### src/rtl/pin_mux_pkg.sv
// ============================================================================
// Module      : pin_mux_pkg
// Description : Shared constants and state encoding for the pin-mux map registers.
// Revision    : 1.0 - initial release
// ============================================================================
`default_nettype none

package pin_mux_pkg;

    localparam int          MAP_W           = 8;
    localparam logic [7:0]  MAP_UNMAPPED    = 8'hFF;

    localparam logic        WR_SEL_PHYSICAL = 1'b0;
    localparam logic        WR_SEL_LOGICAL  = 1'b1;

    localparam logic [0:0]  ST_IDLE         = 1'b0;
    localparam logic [0:0]  ST_CLEAR        = 1'b1;

    function automatic int max_int(input int a, input int b);
        return (a > b) ? a : b;
    endfunction

endpackage

`default_nettype wire

### src/rtl/pin_mux_map_bank.sv
// ============================================================================
// Module      : pin_mux_map_bank
// Description : One map table: shadow entries plus an active copy loaded on commit.
//               Shadow output port exists only with PIN_MUX_MAP_READBACK_EN.
// Revision    : 1.0 - initial release
// ============================================================================
`default_nettype none

module pin_mux_map_bank
    import pin_mux_pkg::*;
#(
    parameter int DEPTH = 8
) (
    input  logic                     clk,
    input  logic                     rst,
    input  logic                     wr_en,
    input  logic [7:0]               wr_addr,
    input  logic [MAP_W-1:0]         wr_data,
    input  logic                     clr_en,
    input  logic [7:0]               clr_addr,
    input  logic                     commit,
`ifdef PIN_MUX_MAP_READBACK_EN
    output logic [DEPTH*MAP_W-1:0]   shadow_map,
`endif
    output logic [DEPTH*MAP_W-1:0]   active_map
);

    logic [DEPTH*MAP_W-1:0] r_shadow;
    logic [DEPTH*MAP_W-1:0] r_active;
    logic [DEPTH*MAP_W-1:0] w_shadow_next;

    // Commit loads the post-update shadow so a same-cycle write or clear is included.
    always_comb begin
        w_shadow_next = r_shadow;
        for (int i = 0; i < DEPTH; i++) begin
            if (clr_en && (clr_addr == 8'(i)))
                w_shadow_next[i*MAP_W +: MAP_W] = MAP_UNMAPPED;
            if (wr_en && (wr_addr == 8'(i)))
                w_shadow_next[i*MAP_W +: MAP_W] = wr_data;
        end
    end

    always_ff @(posedge clk) begin
        if (rst) begin
            r_shadow <= {DEPTH{MAP_UNMAPPED}};
            r_active <= {DEPTH{MAP_UNMAPPED}};
        end else begin
            r_shadow <= w_shadow_next;
            if (commit)
                r_active <= w_shadow_next;
        end
    end

    assign active_map = r_active;
`ifdef PIN_MUX_MAP_READBACK_EN
    assign shadow_map = r_shadow;
`endif

endmodule

`default_nettype wire

### src/rtl/pin_mux_map_regs.sv
// ============================================================================
// Module      : pin_mux_map_regs
// Description : Shadow/active pin-mux map registers with commit and clear sweep.
//               Optional readback ports via PIN_MUX_MAP_READBACK_EN.
// Revision    : 1.0 - initial release
// ============================================================================
`default_nettype none

module pin_mux_map_regs
    import pin_mux_pkg::*;
#(
    parameter int IO_PHYSICAL = 50,
    parameter int IO_LOGICAL  = 6
) (
    input  logic                         clk,
    input  logic                         reset,
    input  logic                         wr_en,
    input  logic                         wr_sel,
    input  logic [7:0]                   wr_addr,
    input  logic [7:0]                   wr_data,
    output logic                         wr_err,
    input  logic                         commit,
    input  logic                         clear,
    output logic                         busy,
    output logic                         commit_done,
`ifdef PIN_MUX_MAP_READBACK_EN
    input  logic                         rd_en,
    input  logic                         rd_sel,
    input  logic [7:0]                   rd_addr,
    input  logic                         rd_shadow,
    output logic [7:0]                   rd_data,
    output logic                         rd_valid,
`endif
    output logic [IO_PHYSICAL*MAP_W-1:0] physical_map,
    output logic [IO_LOGICAL*MAP_W-1:0]  logical_map
);

    localparam int         c_sweep_len  = max_int(IO_PHYSICAL, IO_LOGICAL);
    localparam logic [7:0] c_sweep_last = 8'(c_sweep_len - 1);
    localparam logic [8:0] c_phys_depth = 9'(IO_PHYSICAL);
    localparam logic [8:0] c_log_depth  = 9'(IO_LOGICAL);

    logic [0:0] r_state;
    logic [0:0] w_state_next;
    logic [7:0] r_idx;
    logic [7:0] w_idx_next;
    logic       r_pending;
    logic       w_pending_next;
    logic       r_wr_err;
    logic       r_commit_done;

    logic       w_wr_phys;
    logic       w_wr_log;
    logic       w_wr_err;
    logic       w_clr_phys;
    logic       w_clr_log;
    logic       w_commit;
    logic       w_phys_legal;
    logic       w_log_legal;

    always_ff @(posedge clk) begin
        if (reset) begin
            r_state       <= ST_IDLE;
            r_idx         <= 8'd0;
            r_pending     <= 1'b0;
            r_wr_err      <= 1'b0;
            r_commit_done <= 1'b0;
        end else begin
            r_state       <= w_state_next;
            r_idx         <= w_idx_next;
            r_pending     <= w_pending_next;
            r_wr_err      <= w_wr_err;
            r_commit_done <= w_commit;
        end
    end

    // A clear arriving with commit defers the commit to the end of the sweep.
    always_comb begin
        w_state_next   = r_state;
        w_idx_next     = r_idx;
        w_pending_next = r_pending;
        case (r_state)
            ST_IDLE: begin
                if (clear) begin
                    w_state_next   = ST_CLEAR;
                    w_idx_next     = 8'd0;
                    w_pending_next = commit;
                end
            end
            ST_CLEAR: begin
                w_idx_next = r_idx + 8'd1;
                if (commit)
                    w_pending_next = 1'b1;
                if (r_idx == c_sweep_last) begin
                    w_state_next   = ST_IDLE;
                    w_idx_next     = 8'd0;
                    w_pending_next = 1'b0;
                end
            end
            default: begin
                w_state_next   = ST_IDLE;
                w_idx_next     = 8'd0;
                w_pending_next = 1'b0;
            end
        endcase
    end

    always_comb begin
        w_wr_phys    = 1'b0;
        w_wr_log     = 1'b0;
        w_wr_err     = 1'b0;
        w_clr_phys   = 1'b0;
        w_clr_log    = 1'b0;
        w_commit     = 1'b0;
        w_phys_legal = ({1'b0, wr_addr} < c_phys_depth);
        w_log_legal  = ({1'b0, wr_addr} < c_log_depth);
        case (r_state)
            ST_IDLE: begin
                w_wr_phys = wr_en && (wr_sel == WR_SEL_PHYSICAL) && w_phys_legal;
                w_wr_log  = wr_en && (wr_sel == WR_SEL_LOGICAL)  && w_log_legal;
                w_wr_err  = wr_en && !(w_wr_phys || w_wr_log);
                w_commit  = commit && !clear;
            end
            ST_CLEAR: begin
                w_wr_err   = wr_en;
                w_clr_phys = ({1'b0, r_idx} < c_phys_depth);
                w_clr_log  = ({1'b0, r_idx} < c_log_depth);
                w_commit   = (r_idx == c_sweep_last) && (r_pending || commit);
            end
            default: ;
        endcase
    end

`ifdef PIN_MUX_MAP_READBACK_EN
    logic [IO_PHYSICAL*MAP_W-1:0] w_phys_shadow;
    logic [IO_LOGICAL*MAP_W-1:0]  w_log_shadow;
    logic [7:0]                   w_rd_value;
    logic [7:0]                   r_rd_data;
    logic                         r_rd_valid;
`endif

    pin_mux_map_bank #(.DEPTH(IO_PHYSICAL)) u_phys_bank (
        .clk        (clk),
        .rst        (reset),
        .wr_en      (w_wr_phys),
        .wr_addr    (wr_addr),
        .wr_data    (wr_data),
        .clr_en     (w_clr_phys),
        .clr_addr   (r_idx),
        .commit     (w_commit),
`ifdef PIN_MUX_MAP_READBACK_EN
        .shadow_map (w_phys_shadow),
`endif
        .active_map (physical_map)
    );

    pin_mux_map_bank #(.DEPTH(IO_LOGICAL)) u_log_bank (
        .clk        (clk),
        .rst        (reset),
        .wr_en      (w_wr_log),
        .wr_addr    (wr_addr),
        .wr_data    (wr_data),
        .clr_en     (w_clr_log),
        .clr_addr   (r_idx),
        .commit     (w_commit),
`ifdef PIN_MUX_MAP_READBACK_EN
        .shadow_map (w_log_shadow),
`endif
        .active_map (logical_map)
    );

`ifdef PIN_MUX_MAP_READBACK_EN
    // Out-of-range reads fall through to the unmapped value.
    always_comb begin
        w_rd_value = MAP_UNMAPPED;
        if (rd_sel == WR_SEL_PHYSICAL) begin
            for (int i = 0; i < IO_PHYSICAL; i++)
                if (rd_addr == 8'(i))
                    w_rd_value = rd_shadow ? w_phys_shadow[i*MAP_W +: MAP_W]
                                           : physical_map[i*MAP_W +: MAP_W];
        end else begin
            for (int i = 0; i < IO_LOGICAL; i++)
                if (rd_addr == 8'(i))
                    w_rd_value = rd_shadow ? w_log_shadow[i*MAP_W +: MAP_W]
                                           : logical_map[i*MAP_W +: MAP_W];
        end
    end

    always_ff @(posedge clk) begin
        if (reset) begin
            r_rd_data  <= 8'd0;
            r_rd_valid <= 1'b0;
        end else begin
            r_rd_valid <= rd_en;
            if (rd_en)
                r_rd_data <= w_rd_value;
        end
    end

    assign rd_data  = r_rd_data;
    assign rd_valid = r_rd_valid;
`endif

    assign wr_err      = r_wr_err;
    assign commit_done = r_commit_done;
    assign busy        = (r_state == ST_CLEAR) | r_pending;

endmodule

`default_nettype wire

### config.mk
export PLATFORM = sky130hd
export DESIGN_NAME = pin_mux_map_regs
export DESIGN_NICKNAME = d
export VERILOG_FILES = /design/src/rtl/pin_mux_pkg.sv /design/src/rtl/pin_mux_map_bank.sv /design/src/rtl/pin_mux_map_regs.sv
export SDC_FILE = /design/constraint.sdc
export NUM_CORES = 2
export LEC_CHECK = 0
export CAP_MARGIN = 5
export CELL_PAD_IN_SITES_DETAIL_PLACEMENT = 1
export CELL_PAD_IN_SITES_GLOBAL_PLACEMENT = 1
export CORE_UTILIZATION = 43
export DETAILED_ROUTE_END_ITERATION = 12
export MAX_ROUTING_LAYER = met4
export PLACE_DENSITY = 0.91
export SYNTH_ARGS = -nofsm -noshare
export SYNTH_HDL_FRONTEND = slang
export SYNTH_HIERARCHICAL = 1
export SYNTH_SLANG_ARGS = --single-unit
### constraint.sdc
create_clock -name clk -period 3.94 [get_ports clk]
set_clock_uncertainty 0.2 [all_clocks]
set_input_delay 0.591 -clock clk [delete_from_list [all_inputs] [get_ports clk]]
set_output_delay 0.591 -clock clk [all_outputs]
set_load 0.02 [all_outputs]
==> metrics.md <==
| Metric | Value |
|---|---|
| First-pass GRT wire length | 229100 um |
| Vias | 35290 |
| Routed Antenna Nets | 0 |
| Die area | 88450 um2 |
| GP Congestion | 0.8912 |
| Yosys reg bits | 908 |
| Cells after Synth | 3873 |
| Setup bufs post-CTS | 0 |
| Unrepaired setup endpoints after global routing | false |
| YS warnings | 6 |
| Rel. slew slack | 16.45% |
| Final instance area | 46470 um2 |
| Total wire length | 153000 um |
| Drt drc | 0 |
| Sequential cell area fraction in the yosys report | 48.44% |
| CP arrival | 3790 ps |
| Final core occ | 54.15% |
| Layout Nets | 4150 |
| Worst vdd ir | 0.3847 mV |
| TritonCTS buffer count | 96 |
| Drt initial violations | 3457 |
| Area of the mapped netlist | 37520 um2 |
| Syn nets | 3897 |
| Pre-antenna DRT Iters | 5 |
| Required time worst endpoint | 4340 ps |
| Worst reg2reg path endpoint | u_phys_bank/r_shadow[285]$_SDFF_PP1_ |
| Hpwl dp | 95450 um |
| Vias per cell | 6.599 |
| Crit start category | register |
| Area of the core | 85820 um2 |
| # diodes | 0 |
| Initial antenna violation count | 0 |
| Status | completed |
| LEAKAGE | 16.57 nW |
| Vias in the first global route | 36440 |
| Final hold violations | 0 |
| Crit path kind | register to register |
| Initial Util | 43.73% |
| Synth Area per Inst | 9.689 um2 |
| CTS tree | yes |
| Post-synth EDFFs | 0 |
| Root Driver | clkbuf_16 |
| Die H | 297.4 um |
| Max cap viols | 0 |
| Fmax | 294.8 MHz |
| Slew @ Worst Pin | 1249 ps |
| GRT Overall Usage | 34.14% |
| Area grow syn2layout | 23.84% |
| PortBufs | 472 |
| R2R Path Start | r_state$_SDFF_PP0_ |
| Top Ports | 473 |
| Largest net degree at the start of global routing | 206 |
| Layout cell share with drive strength beyond 1 | 10.25% |
| Insertion delay to the later sink of the worst-skew pair | 650 ps |
| Wire length per cell | 28.62 um |
| Synth cell types | 62 |
| Aggregate negative setup slack | 0 ps |
| Worst hold path class | register to register |
| Critical Path Sink | u_phys_bank/r_shadow[285]$_SDFF_PP1_ |
| Die X | 297.4 um |
| R2R Setup Slk | 550 ps |
| Hold_buf cts | 0 |
| Rows | 107 |
| Post-synth ARST share | 0% |
| Clock tree sinks | 908 |
| H-tree levels | 3 |
| Worst-path fanout max | 10 |
| PnR Total Power | 21.29 mW |
| CTS clk-pin slew, worst paths | 60 ps |
| Post-Layout Cell Count | 5347 |
| Critical Path Source | r_state$_SDFF_PP0_ |
| Fin crit period | 3392 ps |
| Final setup vio count | 0 |
| Most used DFF post-synth | dfxtp_1 |
| Cell area after placement | 43160 um2 |
| Cells after DPL | 5172 |
| Fin crit share | 86.09% |
| Post-CTS sizing | 0 |
| CP endpoint kind | register |
| GRT overflow | 0 |
| PwrDens | 458.1 nW/um2 |
| FF-to-FF path depth | 8 |
| Clock tree buffer depth | 3 |
| Slew Viols, Final | 0 |
==> synthesized netlist by cell type, drive strengths merged (19+ instances only) <==
cell type    n  area, um2
nand2b     253       1583
o221ai      32      280.3
a2bb2oi    240       2102
clkbuf     427       1612
o21ai      468       2342
nor2        55      209.0
dfxtp      908      18180
or3         80      505.5
a221o       56      560.5
nor3        20      125.1
o32a       416       4164
and3b       98      858.3
o21a        56      420.4
a22oi       50      375.4
buf         59      397.9
a21oi      396       1982
nor2b       19      118.9
nand2       51      191.4
or2         57      356.6
o22ai       31      381.6
==> report_power, final <==
part / internal, mW / switching, mW / total [mW]
sequential: 9.46 / 0.231 / 9.69
combinational: 0.781 / 1.31 / 2.09
clock: 5.57 / 3.94 / 9.51
total: 15.8 / 5.48 / 21.3
==> worst max-delay path: stages, from the launching register on <==
cell	delay (ps)
dfxtp_1	420
nor4b_1	530
nor3b_1	250
buf_4	190
or3b_1	440
buf_4	220
or3_1	520
nand2_1	330
o32a_1	230
==> through the flow <==
step,worst slack (ps),hold slack [ps]
after floorplan,836.1,262.1
after global placement,258.1,254.2
after detailed placement,109.8,264.5
after CTS,641.0,278.6
after global routing,389.1,305.6
final,548.2,275.5
==> logic make-up (layout without fill, tap and decap cells) <==
kind of cell | count (synthesis) | after routing | share of synthesized area, %
AOI/OAI and AO/OA | 1759 | 1759 | 33.94
adders and majority gates | 2 | 2 | 0.06668
and+or+nand+nor | 712 | 712 | 12.12
buffers and inverters | 491 | 821 | 5.405
muxes | 1 | 1 | 0.02668
DFF | 908 | 908 | 48.44
==> placed cells by master, fill, tap and decap left out, drive strengths merged, types with 20 or more instances in the layout <==
cell and count:
a2bb2oi 240, clkbuf 140, buf 170, o21ai 468, or3 80, clkdlybuf4s50 471
or2 57, nand2 51, a21oi 396, a221o 56, o22ai 31, o21a 56
nor2 55, nor3 20, o221ai 32, dfxtp 908, o32a 416, a22oi 50
nand2b 253, and3b 98
==> worst min-delay path by stage <==
stage | from | end | slack, ps | cells after the start
finish | u_phys_bank/active_map[279]$_SDFFE_PP1P_ | u_phys_bank/active_map[279]$_SDFFE_PP1P_ | 280 | 2
global route | u_phys_bank/r_shadow[117]$_SDFF_PP1_ | u_phys_bank/r_shadow[117]$_SDFF_PP1_ | 310 | 1
CTS | u_phys_bank/active_map[279]$_SDFFE_PP1P_ | u_phys_bank/active_map[279]$_SDFFE_PP1P_ | 280 | 2
detailed placement | u_phys_bank/active_map[279]$_SDFFE_PP1P_ | u_phys_bank/active_map[279]$_SDFFE_PP1P_ | 260 | 2
global placement | u_phys_bank/active_map[225]$_SDFFE_PP1P_ | u_phys_bank/active_map[225]$_SDFFE_PP1P_ | 250 | 2
floorplan | u_phys_bank/r_shadow[262]$_SDFF_PP1_ | u_phys_bank/r_shadow[262]$_SDFF_PP1_ | 260 | 1
==> layer usage <==
metal / GRT usage [%] / vias up / share of wire, %
li1: - / 15280 / -
met1: 39.58 / 17860 / 39
met2: 54.29 / 1661 / 47
met3: 7.011 / 488 / 7.6
met4: 20.72 / 0 / 6.4
met5: - / - / 0
==> flip-flops by register name (all words and copies together) (netlist names) <==
signal	cells
commit_done	1
r_idx	8
r_pending	1
r_state	1
u_log_bank/active_map	48
u_log_bank/r_shadow	48
u_phys_bank/active_map	400
u_phys_bank/r_shadow	400
wr_err	1
==> final cells by class <==
type | instances | area, um2
Clock buffer | 140 | 2808
Sequential cell | 908 | 18180
Inverter | 5 | 26.28
Tap cell | 1144 | 1431
Timing Repair Buffer | 641 | 6173
Multi-Input combinational cell | 2474 | 17350
Fill cell | 9237 | 39350
Clock inverter | 35 | 499.2
(Power assumes the default switching activity.)
